[config.mk]
export PLATFORM = sky130hd
export DESIGN_NAME = shift_seq_ctrl
export DESIGN_NICKNAME = d
export VERILOG_FILES = /design/src/rtl/shift_seq_ctrl.sv
export SDC_FILE = /design/constraint.sdc
export NUM_CORES = 1
export LEC_CHECK = 0
export CAP_MARGIN = 0
export CORE_ASPECT_RATIO = 1.75
export CORE_MARGIN = 5
export CORE_UTILIZATION = 30
export CTS_BUF_LIST = sky130_fd_sc_hd__clkbuf_16
export CTS_CLUSTER_SIZE = 8
export DETAILED_ROUTE_END_ITERATION = 7
export SLEW_MARGIN = 5
export SYNTH_ARGS = -nofsm -noshare
export SYNTH_HDL_FRONTEND = slang
export SYNTH_SLANG_ARGS = --single-unit
[constraint.sdc]
create_clock -name clk -period 2.24 [get_ports clk]
set_input_delay 0.56 -clock clk [delete_from_list [all_inputs] [get_ports clk]]
set_output_delay 0.56 -clock clk [all_outputs]
set_load 0.01 [all_outputs]
[src/rtl/shift_seq_ctrl.sv]
// shift_seq_ctrl
//   Sequencing controller around an N-bit, one-position-per-clock shift
//   register. A command (operand, amount, mode) is accepted over a
//   valid/ready handshake, the operand is stepped one position per clock
//   for the effective amount, and the result is held on a valid/ready port
//   until the consumer takes it.
//
// Ports
//   clk        clock, all state updates on posedge
//   clr        synchronous reset, active-high
//   cmd_valid  command present
//   cmd_ready  block can accept a command (IDLE and not in reset)
//   cmd_data   operand, N bits
//   cmd_amt    requested shift amount, unsigned, CW bits
//   cmd_mode   000 LSL, 001 LSR, 010 ASR, 011 ROL, 100 ROR, others illegal
//   abort      cancel an in-progress shift (only honoured in SHIFT)
//   res_valid  result available (state DONE)
//   res_ready  consumer accepts result
//   res_data   shift register contents; qualify with res_valid
//   res_err    result came from an illegal mode; valid with res_valid
//   busy       high in SHIFT or DONE
module shift_seq_ctrl #(
    parameter int N  = 32,
    parameter int CW = 6
) (
    input  logic          clk,
    input  logic          clr,
    input  logic          cmd_valid,
    output logic          cmd_ready,
    input  logic [N-1:0]  cmd_data,
    input  logic [CW-1:0] cmd_amt,
    input  logic [2:0]    cmd_mode,
    input  logic          abort,
    output logic          res_valid,
    input  logic          res_ready,
    output logic [N-1:0]  res_data,
    output logic          res_err,
    output logic          busy
);

    localparam int LG = $clog2(N);

    localparam logic [2:0] M_LSL = 3'b000;
    localparam logic [2:0] M_LSR = 3'b001;
    localparam logic [2:0] M_ASR = 3'b010;
    localparam logic [2:0] M_ROL = 3'b011;
    localparam logic [2:0] M_ROR = 3'b100;

    typedef enum logic [1:0] {
        IDLE  = 2'd0,
        SHIFT = 2'd1,
        DONE  = 2'd2
    } state_t;

    state_t        state, state_nxt;
    logic [N-1:0]  q, q_step;
    logic [CW-1:0] cnt;
    logic [2:0]    mode_q;
    logic          err_q;

    logic          accept;
    logic          illegal;
    logic [CW-1:0] eff;

    assign cmd_ready = (state == IDLE) && !clr;
    assign accept    = cmd_valid && cmd_ready;
    assign res_valid = (state == DONE);
    assign res_data  = q;
    assign res_err   = err_q;
    assign busy      = (state != IDLE);
    assign illegal   = (cmd_mode > M_ROR);

    // Effective amount. The clamp compares the full-width amount so upper
    // bits are honoured; rotates only need the low LG bits (mod N, N is a
    // power of two).
    always_comb begin
        eff = '0;
        if (illegal)
            eff = '0;
        else if (cmd_mode == M_ROL || cmd_mode == M_ROR)
            eff = {{(CW-LG){1'b0}}, cmd_amt[LG-1:0]};
        else if (cmd_amt > CW'(N))
            eff = CW'(N);
        else
            eff = cmd_amt;
    end

    // One-position step for the latched mode.
    always_comb begin
        q_step = q;
        case (mode_q)
            M_LSL:   q_step = {q[N-2:0], 1'b0};
            M_LSR:   q_step = {1'b0, q[N-1:1]};
            M_ASR:   q_step = {q[N-1], q[N-1:1]};
            M_ROL:   q_step = {q[N-2:0], q[N-1]};
            M_ROR:   q_step = {q[0], q[N-1:1]};
            default: q_step = q;
        endcase
    end

    // Next-state logic. abort beats the final shift edge.
    always_comb begin
        state_nxt = state;
        case (state)
            IDLE:    if (accept) state_nxt = (eff != '0) ? SHIFT : DONE;
            SHIFT: begin
                if (abort)
                    state_nxt = IDLE;
                else if (cnt == CW'(1))
                    state_nxt = DONE;
            end
            DONE:    if (res_ready) state_nxt = IDLE;
            default: state_nxt = IDLE;
        endcase
    end

    always_ff @(posedge clk) begin
        if (clr) begin
            state  <= IDLE;
            q      <= '0;
            cnt    <= '0;
            mode_q <= M_LSL;
            err_q  <= 1'b0;
        end else begin
            state <= state_nxt;
            if (accept) begin
                q      <= cmd_data;
                cnt    <= eff;
                mode_q <= cmd_mode;
                err_q  <= illegal;
            end else if (state == SHIFT) begin
                // On abort the partial value is left in place; it is never
                // presented as a result.
                if (abort) begin
                    cnt <= '0;
                end else begin
                    q   <= q_step;
                    cnt <= cnt - CW'(1);
                end
            end
        end
    end

endmodule

Yosys cells after proc, flatten, opt, wreduce, memory -nomap -nowiden

Index checks and enable logic that the tools add are counted.

Logic and storage cells: 53
Output and inout port bits: 36
Input bits: 46
Register bits: 44

Multiplexer cells: 16
Equality and inequality tests: 14
Order comparisons: 2
Reductions and logical operators: 14
Add/sub/neg operators: 1

Operators with widths:

| kind                                                  | number |
|---|---|
| one-hot mux 32 bit (5 select lines)                   | 1 |
| 2-to-1 mux 32 bit                                     | 3 |
| 2-to-1 mux 6 bit                                      | 6 |
| nonzero test 6 bit                                    | 2 |
| 2-to-1 mux 2 bit                                      | 5 |
| == test 3 x 2 -> 1 bit (second input constant)        | 3 |
| == test 3 bit (second input constant)                 | 2 |
| == test 6 x 1 -> 1 bit (second input constant)        | 1 |
| greater-than comparator 6 bit (second input constant) | 1 |
| one-hot mux 2 bit (3 select lines)                    | 1 |
| AND reduction 3 bit                                   | 2 |
| subtractor 6 x 1 -> 6 bit (second input constant)     | 1 |
| nonzero test 5 bit                                    | 1 |
| != test 2 x 1 -> 1 bit (second input constant)        | 2 |
| != test 2 bit (second input constant)                 | 2 |
| AND reduction 4 bit                                   | 1 |
| nonzero test 2 bit                                    | 2 |
| == test 3 x 1 -> 1 bit (second input constant)        | 1 |
| greater-than comparator 3 bit (second input constant) | 1 |
| logical NOT 3 bit                                     | 1 |
| != test 3 bit (second input constant)                 | 1 |
| == test 2 x 1 -> 1 bit (second input constant)        | 1 |
| == test 2 bit (second input constant)                 | 1 |
| logical AND 1 bit                                     | 2 |
| other kinds (3)                                       | 3 |

Logic depth before layout (Yosys ltp)

Depth in word-level cells: 8
Gate-level depth with buffers: 7
Gate-level depth less buffers: 6

Worst setup path before layout

No wires, ideal clock.

Path kind: input -> register
Start: input port clr
End: register cnt[4]
Buffers on the path: 1
Arrival: 1.723 ns
Slack: 0.444 ns
Setup time: 0.073 ns
Stages on the path: 5
Data required time: 2.167 ns
Cell sequence: or4b_1 -> buf_4 -> a311oi_4 -> a221oi_2 -> nor3_2

Longest elaborated chain between the ends: 4
Elaborated cells on any way between the ends: 5
Classes of those cells: mux: 1; reduce/logical: 4

RTL lines:

| what                                                          | line | RTL |
|---|---|---|
| start, declared                                               | 27   | `input logic clr,` |
| logical NOT 1 bit                                             | 65   | `assign cmd_ready = (state == IDLE) && !clr;` |
| logical AND 1 bit                                             | 65   |  |
| logical AND 1 bit                                             | 66   | `assign accept = cmd_valid && cmd_ready;` |
| 2-to-1 mux 6 bit / nonzero test 2 bit (equally long branches) | -    |  |
| end signal, assigned                                          | 138  | `cnt <= cnt - CW'(1);` |
| end, declared                                                 | 57   | `logic [CW-1:0] cnt;` |

Parallel ways exist; a longest one is shown, timed or not.
A chain may end at the register's enable or synchronous reset.

Worst setup path in the final report

Start: register state[0]
End: output port busy

Longest elaborated chain between the ends: 1

RTL lines:

| what                   | line | RTL |
|---|---|---|
| start, declared        | 55   | `state_t state, state_nxt;` |
| start signal, assigned | 125  | `state <= state_nxt;` |
| nonzero test 2 bit     | 70   | `assign busy = (state != IDLE);` |
| end, declared          | 38   | `output logic busy` |

No other way between the ends.

==> impl_results.md <==
* Outcome: finished, final reports clean
* Worst-path clk slew at 0.06 ns
* EDFF count, synth at 0
* Clock Path Buffers at 2
* WL per Instance at 16.1 um
* Cts bufs inserted at 5
* Syn avg cell area at 7.59 um^2
* Max-Cap Viols at 0
* Commonest cells in the synthesized netlist: o211ai_1 (60), dfxtp_1 (44), nor2_1 (37)
* Reg-to-Reg End: res_data[28]
* Ys flop type: dfxtp_1
* Chip Width at 81.5 um
* Initial antenna violation count at 0
* Maximum vdd drop at 0.300 mV
* Type of origin of the critical path: flip-flop
* Layout net count at 478
* Clock tree sinks at 44
* Drt drc at 0
* Via/cell ratio at 5.31
* Largest net degree at the start of global routing at 32
* Worst hold slack at 0.469 ns
* Critical Path RT at 1.68 ns
* Final instance area at 0.00388 mm^2
* Row count at 45
* Fmax at 0.491 GHz
* Total Routing Usage GR at 16.5%
* Cell area power density at 592 mW/mm^2
* Worst Hold End: res_err
* Fin Clk Skew at 0.00459 ns
* Finished Core Util at 44.4%
* Cell count after synthesis at 353
* Worst r2r path cells at 5
* Core area at 0.00873 mm^2
* CP Class: flip-flop to output pin
* Diode count at 0
* Reg2reg start: mode_q[1]
* HP Class: flip-flop to flip-flop
* Routed Antenna Nets at 0
* Critical Path AT at 1.48 ns
* Die H at 135 um
* Tmin final at 2.04 ns
* Synth area leaders: dfxtp_1 (33%), o211ai_1 (17%), a211oi_1 (8.7%)
* Worst hold path depth at 2
* Critical path endpoint category: output pin
* Root buffer cell: clkbuf_16
* Number of global-route vias before repair at 2,826
* Unique cell type count in the Yosys netlist at 45
* Slack of the critical path at 0.204 ns
* RSZ-0062 raised after global routing: false
* Layout area overhead at 44.6%
* Starting Density at 30.7%
* First-pass GRT wire length at 14,200 um
* GPL Wtd Cong at 0.766
* Fin. max-slew vios at 0
* Worst skew pair latency at 0.29 ns
* Slew at the pin closest to its max-slew limit at 0.613 ns
* Filler cells at 876
* Post-Syn Area at 0.00268 mm^2
* Rel. slew slack at 59.1%
* Via count at 2,905
* IO Count at 82
* DRT Pass-1 Iters at 4
* Register bit total from synthesis at 44
* Count leader, synth: o211ai_1
* Top cell type's share of synthesized area at 32.9%
* TNS Setup at 0 ns
* 1st-iter DRT viols at 196
* # Post-CTS Setup Buffers at 0
* CTS HTree Levels at 2
* Fraction of layout cells with a size suffix above 1 at 9.30%
* Routed WL at 8820 um
* Gr ovfl total at 0
* Pre-CTS setup slack at -0.0430 ns
* Syn Nets at 401
* Synth warn at 0
* Ys async rst share at 0%
* Number of port buffers at 81
* DP Wirelength at 6370 um
* Min-Delay Startpoint: res_err
* Sequential share of the synthesized area at 32.9%
* Leak at 1.30 nW
* Die Footprint at 0.0110 mm^2
* R2r setup slk at 0.38 ns
* Largest area contributor in the netlist: dfxtp_1
* Final period util at 90.9%
* Crit Path Max Fanout at 7
* Post-DP Area at 0.00374 mm^2
* Final number of hold-violating endpoints at 0
* Setup-failing EPs final at 0
* CTS tree: built
## cell type report
cell class / instances / area (um^2) / share of cell area, %
clock buffers: 5 / 125 / 3.23
clock inverters: 2 / 8.76 / 0.226
inverters: 36 / 135 / 3.49
multi-input cells: 237 / 1530 / 39.6
flip-flops and latches: 44 / 881 / 22.7
well taps: 117 / 146 / 3.78
repair buffers: 106 / 1050 / 27.0
## state kept, by name, summed over array words and instances, names as in the netlist
name	cells
cnt	6
res_data	32
res_err	1
state	2
mode_q	3
## metal layers
layer  global-route usage (%)  vias up  wire length, um
li1                         -     1438                -
met1                     19.4     1380             3490
met2                     28.9       79             4810
met3                     2.80        8              383
met4                     6.48        0              132
met5                        0        -                0
## cell families after synthesis
kind of cell,count (synthesis),synth area share (%)
AOI/OAI and AO/OA,152,39.8
and+or+nand+nor,80,14.8
buffers and inverters,72,10.6
DFF,44,32.9
xor gates and xnor gates,2,0.654
adders and majority gates,2,0.934
muxes,1,0.373
## layout by cell type, fill, tap and decap left out, drive strengths merged, types with 2 or more instances in the layout
cell            n
nand2          18
buf            26
or2             2
inv            37
o21a            2
nor3b           3
clkdlybuf4s50  79
nand3b          3
o21bai          2
nor2           37
a31oi           5
a211oi         31
a21oi          35
nand2b          2
nand4b          2
ha              2
a311oi          2
xor2            2
nor2b           2
clkbuf          5
o21ai           7
a32oi           2
nor3            2
o211ai         60
dfxtp          44
## per-stage QoR
stage / instances / total power, mW
floorplan: 353 / 1.28
global placement: 540 / 1.60
detailed placement: 540 / 1.61
CTS: 547 / 2.32
global route: 547 / 2.43
finish: 547 / 2.29
## what timing repair did
| action | in CTS | in global routing |
|---|---|---|
| setup endpoints to repair | 0 | 1 |
| resized for setup | 0 | 1 |
| hold buffers | 0 | 0 |
## where the power goes
group          switching, mW  internal [mW]
Clock                  0.301          0.401
Combinational          0.320          0.347
Sequential            0.0788          0.847
Total                  0.700           1.59
## worst max-delay path by stage
| stage | startpoint | endpoint | slack, ns | cells after the start |
|---|---|---|---|---|
| floorplan | clr | cnt[4] | 0.44 | 5 |
| global placement | cmd_valid | cnt[4] | -0.04 | 5 |
| detailed placement | cmd_valid | cnt[4] | -0.04 | 5 |
| CTS | state[0] | cmd_ready | 0.03 | 3 |
| global route | state[0] | busy | 0.14 | 2 |
| finish | state[0] | busy | 0.20 | 2 |
## critical path, stage by stage (launching register included)
cell and delay [ns]:
dfxtp_1 0.38, or2_2 0.33, clkdlybuf4s50_1 0.48
(Power assumes the default switching activity.)
